### src/rtl/hdmi_pkg.sv
// hdmi_pkg: shared HDMI period codes, preamble controls and TMDS fixed words.
package hdmi_pkg;
  typedef enum logic [2:0] {
    CTRL,
    VID_PRE,
    VID_GB,
    VIDEO,
    DI_PRE,
    DI_LGB,
    DATA,
    DI_TGB
  } period_t;
  typedef enum logic [2:0] {
    ISL_IDLE,
    ISL_PRE,
    ISL_LGB,
    ISL_DATA,
    ISL_TGB
  } isl_state_t;
  localparam logic [3:0] CTL_VID_PRE = 4'b0001;
  localparam logic [3:0] CTL_DI_PRE  = 4'b0101;
  localparam logic [9:0] GB_WORD_A = 10'b1011001100;
  localparam logic [9:0] GB_WORD_B = 10'b0100110011;
  localparam logic [9:0] CTRL_WORD_00 = 10'b1101010100;
  localparam logic [9:0] CTRL_WORD_01 = 10'b0010101011;
  localparam logic [9:0] CTRL_WORD_10 = 10'b0101010100;
  localparam logic [9:0] CTRL_WORD_11 = 10'b1010101011;
  function automatic logic [9:0] ctrl_word(input logic [1:0] c);
    return c == 2'b00 ? CTRL_WORD_00 : c == 2'b01 ? CTRL_WORD_01 :
           c == 2'b10 ? CTRL_WORD_10 : CTRL_WORD_11;
  endfunction
endpackage

### src/rtl/hdmi_period_sched_if.sv
// hdmi_period_sched_if: timing-in, island handshake and period-out bundle.
interface hdmi_period_sched_if;
  import hdmi_pkg::*;
  logic [9:0] x;
  logic [9:0] y;
  logic       hsync_in;
  logic       vsync_in;
  logic       island_req;
  logic [1:0] island_npkt;
  logic       island_gnt;
  period_t    period;
  logic [3:0] ctl;
  logic       hsync;
  logic       vsync;
  logic       island_pkt;
  logic [4:0] island_beat;
  modport master (
    output x, y, hsync_in, vsync_in, island_req, island_npkt,
    input  island_gnt, period, ctl, hsync, vsync, island_pkt, island_beat
  );
  modport slave (
    input  x, y, hsync_in, vsync_in, island_req, island_npkt,
    output island_gnt, period, ctl, hsync, vsync, island_pkt, island_beat
  );
endinterface

### src/rtl/hdmi_island_seq.sv
// hdmi_island_seq: per-line data-island FSM with beat and packet counters.
module hdmi_island_seq
  import hdmi_pkg::*;
#(
  parameter int ISLAND_START   = 644,
  parameter int ISLAND_PKT_MAX = 2
) (
  input  logic       pxl_clk,
  input  logic       rst_n,
  input  logic [9:0] x,
  input  logic       req,
  input  logic [1:0] npkt,
  input  logic       force_idle,
  output period_t    period,
  output logic       gnt,
  output logic       pkt,
  output logic [4:0] beat
);
  localparam logic [9:0] GO_X = 10'(ISLAND_START - 1);
  localparam logic [1:0] PMAX = 2'(ISLAND_PKT_MAX);
  isl_state_t state, state_nxt;
  logic [4:0] cnt, cnt_nxt;
  logic       idx, idx_nxt;
  logic [1:0] n, n_nxt;
  always_ff @(posedge pxl_clk) begin
    if (!rst_n) begin
      state <= ISL_IDLE;
      cnt   <= '0;
      idx   <= 1'b0;
      n     <= '0;
    end else begin
      state <= state_nxt;
      cnt   <= cnt_nxt;
      idx   <= idx_nxt;
      n     <= n_nxt;
    end
  end
  // cnt doubles as the preamble/guard-band position and as the data beat
  always_comb begin
    state_nxt = state;
    cnt_nxt   = cnt + 5'd1;
    idx_nxt   = idx;
    n_nxt     = n;
    case (state)
      ISL_IDLE: begin
        cnt_nxt = '0;
        idx_nxt = 1'b0;
        if (x == GO_X && req && npkt != 2'd0) begin
          state_nxt = ISL_PRE;
          n_nxt     = npkt > PMAX ? PMAX : npkt;
        end
      end
      ISL_PRE: if (cnt == 5'd7) begin
        state_nxt = ISL_LGB;
        cnt_nxt   = '0;
      end
      ISL_LGB: if (cnt == 5'd1) begin
        state_nxt = ISL_DATA;
        cnt_nxt   = '0;
      end
      ISL_DATA: if (cnt == 5'd31) begin
        idx_nxt = idx + 1'b1;
        if ({1'b0, idx} == n - 2'd1) begin
          state_nxt = ISL_TGB;
          idx_nxt   = 1'b0;
        end
      end
      ISL_TGB: if (cnt == 5'd1) begin
        state_nxt = ISL_IDLE;
        cnt_nxt   = '0;
      end
      default: state_nxt = ISL_IDLE;
    endcase
    if (force_idle) begin
      state_nxt = ISL_IDLE;
      cnt_nxt   = '0;
      idx_nxt   = 1'b0;
    end
  end
  always_comb begin
    period = state == ISL_PRE  ? DI_PRE :
             state == ISL_LGB  ? DI_LGB :
             state == ISL_DATA ? DATA   :
             state == ISL_TGB  ? DI_TGB : CTRL;
    gnt  = state == ISL_PRE && cnt == '0;
    beat = state == ISL_DATA ? cnt : '0;
    pkt  = state == ISL_DATA && idx;
  end
endmodule

### src/rtl/hdmi_period_sched.sv
// hdmi_period_sched: per-pixel HDMI period scheduler with one data island per line.
module hdmi_period_sched
  import hdmi_pkg::*;
#(
  parameter int FRAME_WIDTH    = 800,
  parameter int FRAME_HEIGHT   = 525,
  parameter int SCREEN_WIDTH   = 640,
  parameter int SCREEN_HEIGHT  = 480,
  parameter int ISLAND_START   = 644,
  parameter int ISLAND_PKT_MAX = 2
) (
  input logic               pxl_clk,
  input logic               rst_n,
  hdmi_period_sched_if.slave bus
);
  localparam logic [9:0] FH_LAST = 10'(FRAME_HEIGHT - 1);
  localparam logic [9:0] SW      = 10'(SCREEN_WIDTH);
  localparam logic [9:0] SH      = 10'(SCREEN_HEIGHT);
  localparam logic [9:0] VP_LO   = 10'(FRAME_WIDTH - 10);
  localparam logic [9:0] VP_HI   = 10'(FRAME_WIDTH - 3);
  localparam logic [9:0] VG_LO   = 10'(FRAME_WIDTH - 2);
  logic [9:0] y_nxt;
  logic       cur_active, next_active, video;
  logic       isl_gnt, isl_pkt;
  logic [4:0] isl_beat;
  period_t    vid_per, isl_per, per;
  always_comb begin
    y_nxt       = bus.y == FH_LAST ? '0 : bus.y + 10'd1;
    cur_active  = bus.y < SH;
    next_active = y_nxt < SH;
    vid_per = cur_active && bus.x < SW ? VIDEO :
              next_active && bus.x >= VP_LO && bus.x <= VP_HI ? VID_PRE :
              next_active && bus.x >= VG_LO ? VID_GB : CTRL;
    video = vid_per != CTRL;
    per   = video ? vid_per : isl_per;
  end
  // video always outranks the island; the FSM is dropped back to idle on overlap
  hdmi_island_seq #(
    .ISLAND_START  (ISLAND_START),
    .ISLAND_PKT_MAX(ISLAND_PKT_MAX)
  ) u_seq (
    .pxl_clk   (pxl_clk),
    .rst_n     (rst_n),
    .x         (bus.x),
    .req       (bus.island_req),
    .npkt      (bus.island_npkt),
    .force_idle(video),
    .period    (isl_per),
    .gnt       (isl_gnt),
    .pkt       (isl_pkt),
    .beat      (isl_beat)
  );
  always_ff @(posedge pxl_clk) begin
    if (!rst_n) begin
      bus.period      <= CTRL;
      bus.ctl         <= '0;
      bus.hsync       <= 1'b1;
      bus.vsync       <= 1'b1;
      bus.island_gnt  <= 1'b0;
      bus.island_pkt  <= 1'b0;
      bus.island_beat <= '0;
    end else begin
      bus.period      <= per;
      bus.ctl         <= per == VID_PRE ? CTL_VID_PRE : per == DI_PRE ? CTL_DI_PRE : 4'b0000;
      bus.hsync       <= bus.hsync_in;
      bus.vsync       <= bus.vsync_in;
      bus.island_gnt  <= isl_gnt && !video;
      bus.island_pkt  <= isl_pkt && !video;
      bus.island_beat <= video ? 5'd0 : isl_beat;
    end
  end
endmodule
### src/flat_wrapper.sv
// flat-port wrapper written by rule: the top's interface ports become plain ports
module hdmi_period_sched_flat import hdmi_pkg::*;
#(
  parameter int FRAME_WIDTH    = 800,
  parameter int FRAME_HEIGHT   = 525,
  parameter int SCREEN_WIDTH   = 640,
  parameter int SCREEN_HEIGHT  = 480,
  parameter int ISLAND_START   = 644,
  parameter int ISLAND_PKT_MAX = 2
)
  (pxl_clk, rst_n, bus_x, bus_y, bus_hsync_in, bus_vsync_in, bus_island_req, bus_island_npkt, bus_island_gnt, bus_period, bus_ctl, bus_hsync, bus_vsync, bus_island_pkt, bus_island_beat);
  hdmi_period_sched_if bus_i ();
  input logic pxl_clk;
  input logic rst_n;
  input wire logic [$bits(bus_i.x)-1:0] bus_x;
  input wire logic [$bits(bus_i.y)-1:0] bus_y;
  input wire logic [$bits(bus_i.hsync_in)-1:0] bus_hsync_in;
  input wire logic [$bits(bus_i.vsync_in)-1:0] bus_vsync_in;
  input wire logic [$bits(bus_i.island_req)-1:0] bus_island_req;
  input wire logic [$bits(bus_i.island_npkt)-1:0] bus_island_npkt;
  output wire logic [$bits(bus_i.island_gnt)-1:0] bus_island_gnt;
  output wire logic [$bits(bus_i.period)-1:0] bus_period;
  output wire logic [$bits(bus_i.ctl)-1:0] bus_ctl;
  output wire logic [$bits(bus_i.hsync)-1:0] bus_hsync;
  output wire logic [$bits(bus_i.vsync)-1:0] bus_vsync;
  output wire logic [$bits(bus_i.island_pkt)-1:0] bus_island_pkt;
  output wire logic [$bits(bus_i.island_beat)-1:0] bus_island_beat;
  assign bus_i.x = bus_x;
  assign bus_i.y = bus_y;
  assign bus_i.hsync_in = bus_hsync_in;
  assign bus_i.vsync_in = bus_vsync_in;
  assign bus_i.island_req = bus_island_req;
  assign bus_i.island_npkt = bus_island_npkt;
  assign bus_island_gnt = bus_i.island_gnt;
  assign bus_period = bus_i.period;
  assign bus_ctl = bus_i.ctl;
  assign bus_hsync = bus_i.hsync;
  assign bus_vsync = bus_i.vsync;
  assign bus_island_pkt = bus_i.island_pkt;
  assign bus_island_beat = bus_i.island_beat;
  hdmi_period_sched #(.FRAME_WIDTH(FRAME_WIDTH), .FRAME_HEIGHT(FRAME_HEIGHT), .SCREEN_WIDTH(SCREEN_WIDTH), .SCREEN_HEIGHT(SCREEN_HEIGHT), .ISLAND_START(ISLAND_START), .ISLAND_PKT_MAX(ISLAND_PKT_MAX)) u_core (.pxl_clk(pxl_clk), .rst_n(rst_n), .bus(bus_i));
endmodule
### config.mk
export PLATFORM = sky130hd
export DESIGN_NAME = hdmi_period_sched_flat
export DESIGN_NICKNAME = d
export VERILOG_FILES = /design/src/rtl/hdmi_pkg.sv /design/src/rtl/hdmi_period_sched_if.sv /design/src/rtl/hdmi_island_seq.sv /design/src/rtl/hdmi_period_sched.sv /design/src/flat_wrapper.sv
export SDC_FILE = /design/constraint.sdc
export NUM_CORES = 1
export LEC_CHECK = 0
export ABC_AREA = 1
export CAP_MARGIN = 20
export CORE_MARGIN = 2
export CORE_UTILIZATION = 45
export CTS_CLUSTER_DIAMETER = 200
export CTS_CLUSTER_SIZE = 24
export DETAILED_ROUTE_END_ITERATION = 10
export PLACE_DENSITY = 0.75
export SYNTH_ARGS = -nofsm -noshare
export SYNTH_HDL_FRONTEND = slang
export SYNTH_SLANG_ARGS = --single-unit
### constraint.sdc
create_clock -name pxl_clk -period 1.71 [get_ports pxl_clk]
set_input_delay 0.513 -clock pxl_clk [delete_from_list [all_inputs] [get_ports pxl_clk]]
set_output_delay 0.513 -clock pxl_clk [all_outputs]
set_load 0.05 [all_outputs]
Yosys cells after proc, flatten, opt, wreduce, memory -nomap -nowiden
Index checks and enable logic that the tools add are counted.
{ "totals": {"ff_bits": 26, "inputBits": 27, "wordCells": 91} }
{ "classes": {"addsub": 4, "magnitude_cmp": 7, "eq_ne": 18, "muxes": 25, "bitwise_logic": 2, "n_reduce_logical": 23} }
{ "ops": {"columns": ["cell", "count"], "rows": [
  ["two-way mux 3 bit", 14],
  ["equality test 10 bit, second input constant", 2],
  [">= comparator 10 bit, second input constant", 2],
  ["less-than comparator 10 x 9 -> 1 bit, second input constant", 2],
  ["one-hot mux 3 bit (5 select lines)", 1],
  ["one-hot mux 5 bit (3 select lines)", 1],
  ["inequality test 2 bit, second input constant", 6],
  ["adder 10 x 1 -> 10 bit, second input constant", 1],
  ["<= comparator 10 bit, second input constant", 1],
  ["logical AND 1 bit", 10],
  ["less-than comparator 10 bit, second input constant", 1],
  ["two-way mux 10 bit", 1],
  ["two-way mux 5 bit", 2],
  ["equality test 3 x 1 -> 1 bit, second input constant", 2],
  ["equality test 3 x 2 -> 1 bit, second input constant", 2],
  ["equality test 3 bit, second input constant", 2],
  ["AND reduction 6 bit", 1],
  ["OR reduction 2 bit", 3],
  ["adder 5 x 1 -> 5 bit, second input constant", 1],
  ["equality test 5 x 1 -> 1 bit, second input constant", 1],
  ["equality test 5 x 3 -> 1 bit, second input constant", 1],
  ["equality test 5 bit, second input constant", 1],
  ["logical NOT 5 bit", 1],
  ["two-way mux 2 bit", 2],
  ["13 further kinds", 18]
]} }

Logic depth before layout (Yosys ltp)
Gate-level depths: netlist (run 1).
{ "depth": {"word_depth": 12, "ltp_mapped": 12} }

Hierarchy
Synthesis (run 1) repeated with hierarchy kept, for this count alone.
{ "hier_totals": {"hier_cells": 228, "hier_area_um2": 1530.2} }
{ "modules_own_cells": {"columns": ["module", "n_inst", "cells_per_inst", "area_per_inst_um2", "seq_area_each_um2"], "rows": [
  ["hdmi_island_seq", 1, 122, 769.5, 220.2],
  ["hdmi_period_sched", 1, 106, 760.7, 280.3]
]} }

Worst setup path before layout (run 1)
No wires, ideal clock.
{ "synth_path": {"kind": "input -> register", "from": "input bus_x[5]", "to": "register u_core.bus.island_beat[0]", "setup_ns": 0.065, "arrival_time_ns": 1.458, "required_time_ns": 1.645, "path_slack_ns": 0.187, "cell_stages": 11, "cell_sequence": "inv_1 -> nand2_1 -> nor2_1 -> nand2_1 -> nor2_1 -> nor2_1 -> nand3_1 -> nand3_2 -> nor2_4 -> nand2_2 -> nor2_1"} }
{ "synth_via": {"elab_chain_len": 7, "elab_cells_between_ends": 13, "classes_between": "order compare: 4; mux: 3; reduce/logical: 6"} }
{ "synth_lines": {"columns": ["element", "line_no", "text"], "rows": [
  ["start: declaration", "flat_wrapper.sv:15", "input wire logic [$bits(bus_i.x)-1:0] bus_x;"],
  [">= comparator 10 bit, on equally long branches", "hdmi_period_sched.sv:33, hdmi_period_sched.sv:32", null],
  ["logical AND 1 bit, on equally long branches", "hdmi_period_sched.sv:33, hdmi_period_sched.sv:32", null],
  ["two-way mux 2 bit or logical AND 1 bit (tied branches)", "hdmi_period_sched.sv:33, hdmi_period_sched.sv:32", null],
  ["two-way mux 3 bit", "hdmi_period_sched.sv:32", "next_active && bus.x >= VP_LO && bus.x <= VP_HI ? VID_PRE :"],
  ["two-way mux 3 bit *", "hdmi_period_sched.sv:31", "vid_per = cur_active && bus.x < SW ? VIDEO :"],
  ["nonzero test 3 bit *", "hdmi_period_sched.sv:34", "video = vid_per != CTRL;"],
  ["OR reduction 3 bit (no line) *", null, null],
  ["end signal: assignment", "hdmi_period_sched.sv:69", "bus.island_beat <= video ? 5'd0 : isl_beat;"],
  ["end: declaration", "hdmi_period_sched_if.sv:23", "output island_gnt, period, ctl, hsync, vsync, island_pkt, island_beat"]
]} }
Every way passes the cells marked *; elsewhere a longest branch is shown, timed or not.
A chain may end at the register's enable or synchronous reset.

Worst setup path after layout (run 1)
{ "layout_path": {"from": "input bus_x[7]", "to": "register u_core.bus.ctl[0]"} }
{ "layout_via": {"elab_chain_len": 10, "elab_cells_between_ends": 17, "classes_between": "order compare: 4; eq/ne: 2; mux: 6; reduce/logical: 5"} }
{ "layout_lines": {"columns": ["element", "line_no", "text"], "rows": [
  [">= comparator 10 bit, on equally long branches", "hdmi_period_sched.sv:33, hdmi_period_sched.sv:32", null],
  ["logical AND 1 bit, on equally long branches", "hdmi_period_sched.sv:33, hdmi_period_sched.sv:32", null],
  ["two-way mux 2 bit or logical AND 1 bit (tied branches)", "hdmi_period_sched.sv:33, hdmi_period_sched.sv:32", null],
  ["two-way mux 3 bit", "hdmi_period_sched.sv:32", null],
  ["two-way mux 3 bit *", "hdmi_period_sched.sv:31", null],
  ["nonzero test 3 bit", "hdmi_period_sched.sv:34", null],
  ["two-way mux 3 bit *", "hdmi_period_sched.sv:35", "per = video ? vid_per : isl_per;"],
  ["equality test 3 bit", "hdmi_period_sched.sv:64", "bus.ctl <= per == VID_PRE ? CTL_VID_PRE : per == DI_PRE ? CTL_DI_PRE : 4'b0000;"],
  ["two-way mux 3 bit", "hdmi_period_sched.sv:64", null],
  ["two-way mux 1 bit *", "hdmi_period_sched.sv:64", null],
  ["end signal: assignment", "hdmi_period_sched.sv:64", null],
  ["end: declaration", "hdmi_period_sched_if.sv:23", null]
]} }
Marked as above.

==> flow_summary.ini, run 1 <==
[outcome]
status = complete, but fails checks
violations = negative setup slack

[detailed_routing]
wl_per_cell_um = 13.7
drc = 0
ant_nets = 0
viasPerCell = 5.15
firstDrtPassIters = 4
drt-initial-drc-count = 62
num_vias = 1469
wl_mm = 3.91

[synthesis]
synth_cell_types = 31
netlist.area_leader.share_pct = 37.6
ys_seq_area_share_pct = 37.6
synth_top_family_by_area = simple AND/OR/NAND/NOR gates
synth.avg_cell_area_um2 = 6.93
postSynthCellCount = 192
synth_compound_area_share_pct = 6.68
yosys_warnings = 0
synthSimpleGateAreaFrac_pct = 41.0
synth.area.mux_share_pct = 0
synth_xor_area_share_pct = 1.32
yosysTopAreaCell = dfxtp_1
synth_area_leaders = dfxtp_1 38%, nand2_1 11%, nor2_1 8.5%
ys_ff_latch = 25
synth_area_um2 = 1330
synthAdderAreaFrac_pct = 3.76

[placed_design]
port_buffers = 40
dp_slack_ns = -0.482
place_congestion = 0.952
placed_cells = 274
dp_hpwl_mm = 2.57

[global_routing]
grt_pass1_wl_mm = 5.74
grt_pass1_vias = 1329
overflow = 0
antenna_found_initial = 0
grt_max_degree = 16
gr-usage-all-layers_pct = 21.5

[hold_path]
hp-start = u_core.u_seq.n[0]$_SDFFE_PN0P_
hold_path.class = flop to flop

[clock_network]
cts-buffers-inserted = 3
cts_sinks = 25
ctsHoldBuffers = 0
cts_buffer_depth = 2
insertion_delay_ns = 0.32
htree_levels = 1
cts_root_buf = clkbuf_4
path_clk_slew_ns = 0.13
cts_tree = yes

[setup_path]
worstSetupPathType = input pin to flop
rr_endpoint = u_core.u_seq.state[1]$_SDFFE_PP0P_
regToRegSetupSlack_ns = 0.04
startpoint = bus_x[7]
endpoint = u_core.bus.ctl[0]$_SDFF_PN0_
crit_path_end_kind = flop
r2r_start = u_core.u_seq.cnt[1]$_SDFF_PP0_
crit_slowest_cell = dlygate4sd2_1
required_ns = 1.96
startpoint_type = input pin
reg2reg_depth = 7
cp_cell_sequence = dlygate4sd2_1, nor2_2, nand2_1, nand2_1, nand3_1, nor2_2, nand3_4, buf_4, nand4_1, nand3_2, a21oi_1
arrival_ns = 1.97
cp_slowest_stage_delay_ns = 0.26
cp_max_fo = 5

[final_layout]
final_common_cell = nand2_1
multi_input_area_um2 = 898
seqCellArea_um2 = 510
fin_cells = 285
final_cell_mix = 33 x nand2_1, 25 x inv_1, 23 x nor2_1
final_net_count = 286
drive_gt1_share_pct = 36.6
postLayoutCoreUtil_pct = 80.6
synthToLayoutAreaGrowth_pct = 68.5
antenna_cells = 0
fillers = 174

[flow_run]
drv_cap = 0

[sta]
fmax_mhz = 583
finalClockSkew_ns = 0.00889
slew_viol_final = 0
setup_slack_ns = -0.00482
finalSetupViolCount = 1
tns_ns = -0.00482
min_period_ns = 1.71
hold_viol_final = 0
post-route-period-util_pct = 100

[floorplanning]
start_util_pct = 47.8
dieArea_um2 = 3410
fp.coreArea_um2 = 2780
ios = 43
fp-row-count = 19
die_h_um = 58.4
die_x_um = 58.4

[power]
ir_drop_v = 0.000594
p_leak_uw = 0.00101
p_per_area_nw_per_um2 = 484
-- registers in the layout (all words and copies together), names as in the netlist --
signal                  count
u_core.bus.island_beat      5
u_core.bus.island_pkt       1
u_core.bus.hsync            1
u_core.bus.vsync            1
u_core.bus.island_gnt       1
u_core.u_seq.n              2
u_core.bus.period           3
u_core.bus.ctl              2
u_core.u_seq.state          3
u_core.u_seq.cnt            5
u_core.u_seq.idx            1
-- cell type report --
cell class / count / area share [%]
multi-input combinational: 137 / 40.1
timing repair buffer: 59 / 29.1
sequential: 25 / 22.8
inverter: 29 / 4.97
tap: 31 / 1.73
clock buffer: 3 / 1.01
clock inverter: 1 / 0.335
-- synthesized netlist by cell type --
cell	count
nand3_1	16
or2_2	2
nand2_1	40
a21oi_1	8
or2_1	1
and3_1	1
o21ai_0	3
nand3b_1	1
inv_1	28
nor3b_4	1
nor3b_1	1
nand2_2	5
nor4_1	2
ha_1	4
nor2_1	30
dfxtp_1	25
o21ai_2	1
nor3_2	1
o31ai_1	1
inv_2	1
o21ai_1	2
nor3_1	3
nor3_4	1
buf_4	2
nand4_1	4
nand3_2	1
xor2_1	2
o21bai_1	1
conb_1	1
nor2_4	1
nor2_2	2
-- worst min path at each step --
stage	cells after the start	end	slack, ns
6_report	2	u_core.u_seq.n[0]$_SDFFE_PN0P_	0.49
5_1_grt	2	u_core.u_seq.n[0]$_SDFFE_PN0P_	0.51
4_1_cts	2	u_core.u_seq.n[0]$_SDFFE_PN0P_	0.49
3_5_place_dp	2	u_core.u_seq.n[0]$_SDFFE_PN0P_	0.47
3_3_place_gp	2	u_core.u_seq.n[1]$_SDFFE_PN0P_	0.45
2_1_floorplan	2	u_core.bus.island_pkt$_SDFF_PN0_	0.44
-- through the flow --
step | cell area (µm²) | total power, µW | hold slack, ns
floorplan | 1330 | 704 | 0.437
global placement | 1960 | 814 | 0.454
detailed placement | 1960 | 820 | 0.468
CTS | 2040 | 1070 | 0.487
global route | 2240 | 1130 | 0.508
finish | 2240 | 1080 | 0.485
-- power by group --
part | switching, µW | internal (µW)
Sequential | 4.38 | 587
Combinational | 126 | 107
Clock | 172 | 89.4
Total | 302 | 782
-- cells by family after synthesis --
family,after synthesis
and+or+nand+nor,113
buffers and inverters,31
DFF,25
AOI/OAI and AO/OA,16
adders and majority gates,4
xor gates and xnor gates,2
other,1
-- what timing repair did --
| item | 4_1_cts | 5_1_grt |
|---|---|---|
| pin swaps | 17 | 27 |
| setup endpoints to repair | 19 | 20 |
| buffers inserted | 2 | 5 |
| gates resized for setup | 30 | 46 |
-- worst max-delay path: cells and delay by family --
family	cells	cell delay, ns
and+or+nand+nor	8	0.90
buffers and inverters	2	0.41
AOI/OAI and AO/OA	1	0.12
-- routing by layer --
metal,wire [µm],global-route usage (%),part of all wire [%],vias up
li1,-,-,-,731
met1,1540,26.2,39,667
met2,1990,38.2,51,49
met3,212,5.05,5.4,22
met4,174,5.32,4.4,0
met5,0,0,0,-
Note: power is estimated with default switching activity, not from simulation.
==> run 2: changes to the inputs <==
CORE_UTILIZATION = 49   (was 45)
PLACE_DENSITY = 0.81   (was 0.75)
SLEW_MARGIN = 20   (was not set)
clock period = 1.99 ns   (was 1.71 ns; I/O delays follow)
==> run 2 against run 1 <==
The run now ends clean. Sequential power decreased by 14%. Register-to-register slack gained 0.15 ns. Combinational power shrank 16%. Die area shrank 7.6%. Utilization shrank 3.2 points. Setup slack improved by 0.070 ns. First-iteration DRC count increased by 6.5%. Critical endpoint is now u_core.bus.island_gnt$_SDFF_PN0_. Highest routed layer unchanged.
==> flow_summary.ini, run 2 (same netlist as run 1, synthesis figures left out) <==
[clock_network]
cts-buffers-inserted = 3
cts_root_buf = clkbuf_4
path_clk_slew_ns = 0.14
cts_sinks = 25
ctsHoldBuffers = 0
cts_tree = yes
insertion_delay_ns = 0.32
htree_levels = 1
cts_buffer_depth = 2

[global_routing]
grt.met1_usage_pct = 25.5
grt_max_degree = 16
gr-usage-all-layers_pct = 21.5
grt_util_met3_pct = 5.35
use_met2_pct = 39.3
overflow = 0
antenna_found_initial = 0
grt_pass1_wl_mm = 5.46
gr-max-usage-layer = met2
grt_pass1_vias = 1323

[final_layout]
synthToLayoutAreaGrowth_pct = 46.7
final_common_cell = nand2_1
final_cell_mix = 33 x nand2_1, 27 x inv_1, 27 x nor2_1
antenna_cells = 0
largestRegisters = u_core.bus.island_beat x5, u_core.u_seq.cnt x5
final_net_count = 277
postLayoutCoreUtil_pct = 77.3
drive_gt1_share_pct = 25.3

[setup_path]
startpoint_type = input pin
crit_top_cell = nand2_1
reg2reg_depth = 8
crit_slowest_cell = clkdlybuf4s50_1
cp_top_family = simple AND/OR/NAND/NOR gates
required_ns = 2.25
worst-path-stages = 11
worstSetupPathType = input pin to flop
cp_slowest_stage_delay_ns = 0.49
cp_cell_sequence = clkdlybuf4s50_1, nor2_1, nand3_1, nand2_1, nand2_1, nand2_1, nand3_4, nand3_4, nor2_4, inv_4, nor3_4
path_buf_inv = 2
crit_path_end_kind = flop
arrival_ns = 2.19
cp_max_fo = 5

[floorplanning]
fp.coreArea_um2 = 2520
die_x_um = 56.1
ios = 43
die_h_um = 56.1
start_util_pct = 52.7
dieArea_um2 = 3150
fp-row-count = 18

[sta]
slew_viol_final = 0
finalSetupViolCount = 0
min_period_ns = 1.92
fmax_mhz = 520
hold_viol_final = 0
finalClockSkew_ns = 0.00987
post-route-period-util_pct = 96.7
hold_ws_ns = 0.483

[detailed_routing]
ant_nets = 0
viasPerCell = 5.20
firstDrtPassIters = 7
wl_per_cell_um = 13.1
drc = 0
drt-initial-drc-count = 66
wl_mm = 3.60
num_vias = 1430

[power]
p_per_area_nw_per_um2 = 478
ir_drop_v = 0.000648
p_leak_uw = 0.000927

[hold_path]
hold_depth = 2
hold_path.class = flop to flop

[flow_run]
drv_cap = 0

[outcome]
status = finished clean

[placed_design]
place_congestion = 0.903
dp_hpwl_mm = 2.70
port_buffers = 40
-- run 2: cell count changes in the layout (fill, tap and decap cells not counted), sizes merged --
cell,before,now
clkdlybuf4s15,1,0
dlygate4sd2,16,0
clkdlybuf4s50,5,18
buf,33,24
dlymetal6s2s,4,8
-- run 2: repair_timing --
item / 4_1_cts / 5_1_grt
gates resized for setup: 0 / 34
setup endpoints to repair: 0 / 19
buffers inserted: 0 / 2
-- run 2: area by class of cell --
| class | instances | area [µm²] |
|---|---|---|
| fillers | 200 | 572 |
| clock inverters | 1 | 7.51 |
| flip-flops and latches | 25 | 500 |
| inverters | 29 | 111 |
| well taps | 30 | 37.5 |
| repair buffers | 50 | 460 |
| clock buffers | 3 | 22.5 |
| multi-input cells | 137 | 811 |
-- run 2: tightest hold or removal path: stages, from the launching register on --
cell and delay, ns:
dfxtp_1 0.32, inv_1 0.07, a21oi_1 0.06
-- run 2: final timing paths --
kind	startpoint	to	slack (ns)
setup / recovery	bus_y[7]	u_core.bus.island_gnt$_SDFF_PN0_	0.07
hold / removal	u_core.u_seq.n[1]$_SDFFE_PN0P_	u_core.u_seq.n[1]$_SDFFE_PN0P_	0.48
setup reg to reg	u_core.u_seq.cnt[0]$_SDFF_PP0_	u_core.u_seq.state[2]$_SDFFE_PP0P_	0.19
hold reg to reg	u_core.u_seq.n[1]$_SDFFE_PN0P_	u_core.u_seq.n[1]$_SDFFE_PN0P_	0.48
-- run 2: stage by stage --
stage,cells,worst slack [ns],cell area [µm²],TNS [ns],total power (µW)
floorplan,193,0.383,1330,0,605
global placement,269,-0.201,1780,-3.46,684
detailed placement,269,-0.338,1780,-6.18,690
CTS,273,0.0196,1810,0,912
global route,275,-0.0226,1950,-0.121,975
finish,275,0.0652,1950,0,933
-- run 2: layer usage --
| layer | part of all wire [%] | wire, µm |
|---|---|---|
| met5 | 0 | 0 |
| met4 | 0.89 | 32 |
| met3 | 5.8 | 207 |
| met2 | 51 | 1840 |
| met1 | 42 | 1520 |
-- run 2: where the power goes --
group	internal (µW)	total (µW)	switching, µW
registers	507	508	1.59
logic	88.4	196	107
clock network	77.0	228	151
total	672	933	260
==> run 3: changes to the inputs <==
TNS_END_PERCENT = 1   (was not set)
==> run 3 against run 2 <==
Critical path depth unchanged. Hold slack got worse by 0.0018 ns. Fmax decreased by 1.6%. Die area unchanged. Power decreased by 0.76%. Cell area decreased by 0.51%. First-iteration DRC count decreased by 58%. Critical path type unchanged. Largest cell class unchanged.
==> flow_summary.ini, run 3 (same netlist as run 1, synthesis figures left out) <==
[sta]
slew_viol_final = 0
post-route-period-util_pct = 98.3
finalClockSkew_ns = 0.0102
finalSetupViolCount = 0
hold_ws_ns = 0.481
rsz0062_at_grt = yes
hold_viol_final = 0
min_period_ns = 1.96
fmax_mhz = 511

[setup_path]
worstSetupPathType = input pin to flop
reg2reg_depth = 8
required_ns = 2.25
cp_top_family = buffers and inverters
cp_cell_sequence = clkdlybuf4s50_1, inv_2, nand2_2, nor2_2, nand2_1, o21ai_1, nand3_4, buf_4, nand2_1, inv_1, a21oi_1
cp_slowest_stage_delay_ns = 0.43
crit_slowest_cell = clkdlybuf4s50_1
path_buf_inv = 4
regToRegSetupSlack_ns = 0.18
cp_max_fo = 5
arrival_ns = 2.21
startpoint_type = input pin
r2r_start = u_core.u_seq.cnt[0]$_SDFF_PP0_
crit_top_cell = nand2_1
crit_path_end_kind = flop
rr_endpoint = u_core.u_seq.state[2]$_SDFFE_PP0P_

[final_layout]
seqCellArea_um2 = 500
fillers = 198
antenna_cells = 0
multi_input_area_um2 = 808
postLayoutCoreUtil_pct = 76.9
final_net_count = 276
synthToLayoutAreaGrowth_pct = 45.9
drive_gt1_share_pct = 24.6
fin_area_um2 = 1940
largestRegisters = u_core.bus.island_beat x5, u_core.u_seq.cnt x5
final_cell_mix = 34 x nand2_1, 27 x inv_1, 27 x nor2_1
final_common_cell = nand2_1

[floorplanning]
fp.coreArea_um2 = 2520
start_util_pct = 52.7
die_h_um = 56.1
fp-row-count = 18
dieArea_um2 = 3150
ios = 43
die_x_um = 56.1

[placed_design]
place_congestion = 0.903
dpl-instance-area_um2 = 1780
dp_hpwl_mm = 2.70
port_buffers = 40

[power]
ir_drop_v = 0.000643
p_leak_uw = 0.000922
p_per_area_nw_per_um2 = 477
p_total_uw = 925

[global_routing]
overflow = 0
gr-usage-all-layers_pct = 21.5
antenna_found_initial = 0
grt_pass1_wl_mm = 5.46
grt_pass1_vias = 1323
grt_max_degree = 16

[clock_network]
insertion_delay_ns = 0.32
cts-buffers-inserted = 3
htree_levels = 1
cts_root_buf = clkbuf_4
path_clk_slew_ns = 0.13
cts_tree = yes
cts_buffer_depth = 2
cts_sinks = 25

[detailed_routing]
wl_met1_mm = 1.49
drt-initial-drc-count = 28
wl_met2_mm = 1.85
drc = 0
wl_mm = 3.53
wl_met3_um = 171
num_vias = 1412
wl_per_cell_um = 12.9
firstDrtPassIters = 4
ant_nets = 0
top_layer = met4
viasPerCell = 5.15

[outcome]
status = finished clean

[hold_path]
hold-path-endpoint = u_core.u_seq.n[1]$_SDFFE_PN0P_
hold_depth = 2
hold_path.class = flop to flop
hp-start = u_core.u_seq.n[1]$_SDFFE_PN0P_

[flow_run]
drv_cap = 0
==> run 3: changes by cell type in the layout (fill, tap and decap cells not counted) <==
cell / before / now
buf_4: 24 / 23
nand2_1: 33 / 34
nand2_2: 10 / 9
==> run 3: power breakdown <==
group | leakage (µW) | internal [µW] | switching (µW) | total [µW]
clock network | 0.0000139 | 76.9 | 148 | 225
logic | 0.000705 | 86.3 | 106 | 192
registers | 0.000202 | 507 | 1.63 | 508
total | 0.000922 | 670 | 256 | 925
==> run 3: cell type report <==
cell class                      count  share of cell area, %
Multi-Input combinational cell    137                   41.7
Sequential cell                    25                   25.8
Inverter                           29                   5.74
Clock inverter                      1                  0.387
Timing Repair Buffer               49                   23.3
Tap cell                           30                   1.93
Clock buffer                        3                   1.16
==> run 3: what timing repair did <==
item | CTS | global route
hold buffers | 0 | 0
setup endpoints to repair | 0 | 19
resized for setup | 0 | 33
endpoints found under the hold margin | 0 | 0
setup buffers | 0 | 1
==> run 3: worst register-to-register path, delay by kind of cell, from the launching register on <==
family | cells | cell delay, ns
adder cells (fa/ha/maj) | 2 | 0.42
flip-flops | 1 | 0.46
AND/OR/NAND/NOR | 4 | 0.61
AO/OA/AOI/OAI | 2 | 0.26
==> run 3: worst max path at each step <==
| stage | startpoint | endpoint | slack (ns) | cells after the start |
|---|---|---|---|---|
| after floorplan | bus_x[5] | u_core.bus.island_beat[0]$_SDFF_PP0_ | 0.38 | 11 |
| after global placement | bus_x[4] | u_core.bus.island_beat[3]$_SDFF_PP0_ | -0.20 | 11 |
| after detailed placement | bus_y[5] | u_core.bus.island_gnt$_SDFF_PN0_ | -0.34 | 11 |
| after CTS | bus_y[5] | u_core.u_seq.cnt[0]$_SDFF_PP0_ | 0.02 | 11 |
| after global routing | bus_y[7] | u_core.u_seq.state[2]$_SDFFE_PP0P_ | -0.02 | 11 |
| final | bus_x[5] | u_core.bus.period[1]$_SDFF_PN0_ | 0.03 | 11 |
==> run 3: through the flow <==
stage	setup TNS, ns	instances	setup WS, ns
2_1_floorplan	0	193	0.383
3_5_place_dp	-6.18	269	-0.338
5_1_grt	-0.0732	274	-0.0153
4_1_cts	0	273	0.0196
3_3_place_gp	-3.46	269	-0.201
6_report	0	274	0.0345
==> run 3: per-layer routing <==
| metal | vias up | global-route usage (%) |
|---|---|---|
| li1 | 717 | - |
| met1 | 662 | 25.5 |
| met2 | 29 | 39.3 |
| met3 | 4 | 5.35 |
| met4 | 0 | 3.74 |
| met5 | - | 0 |
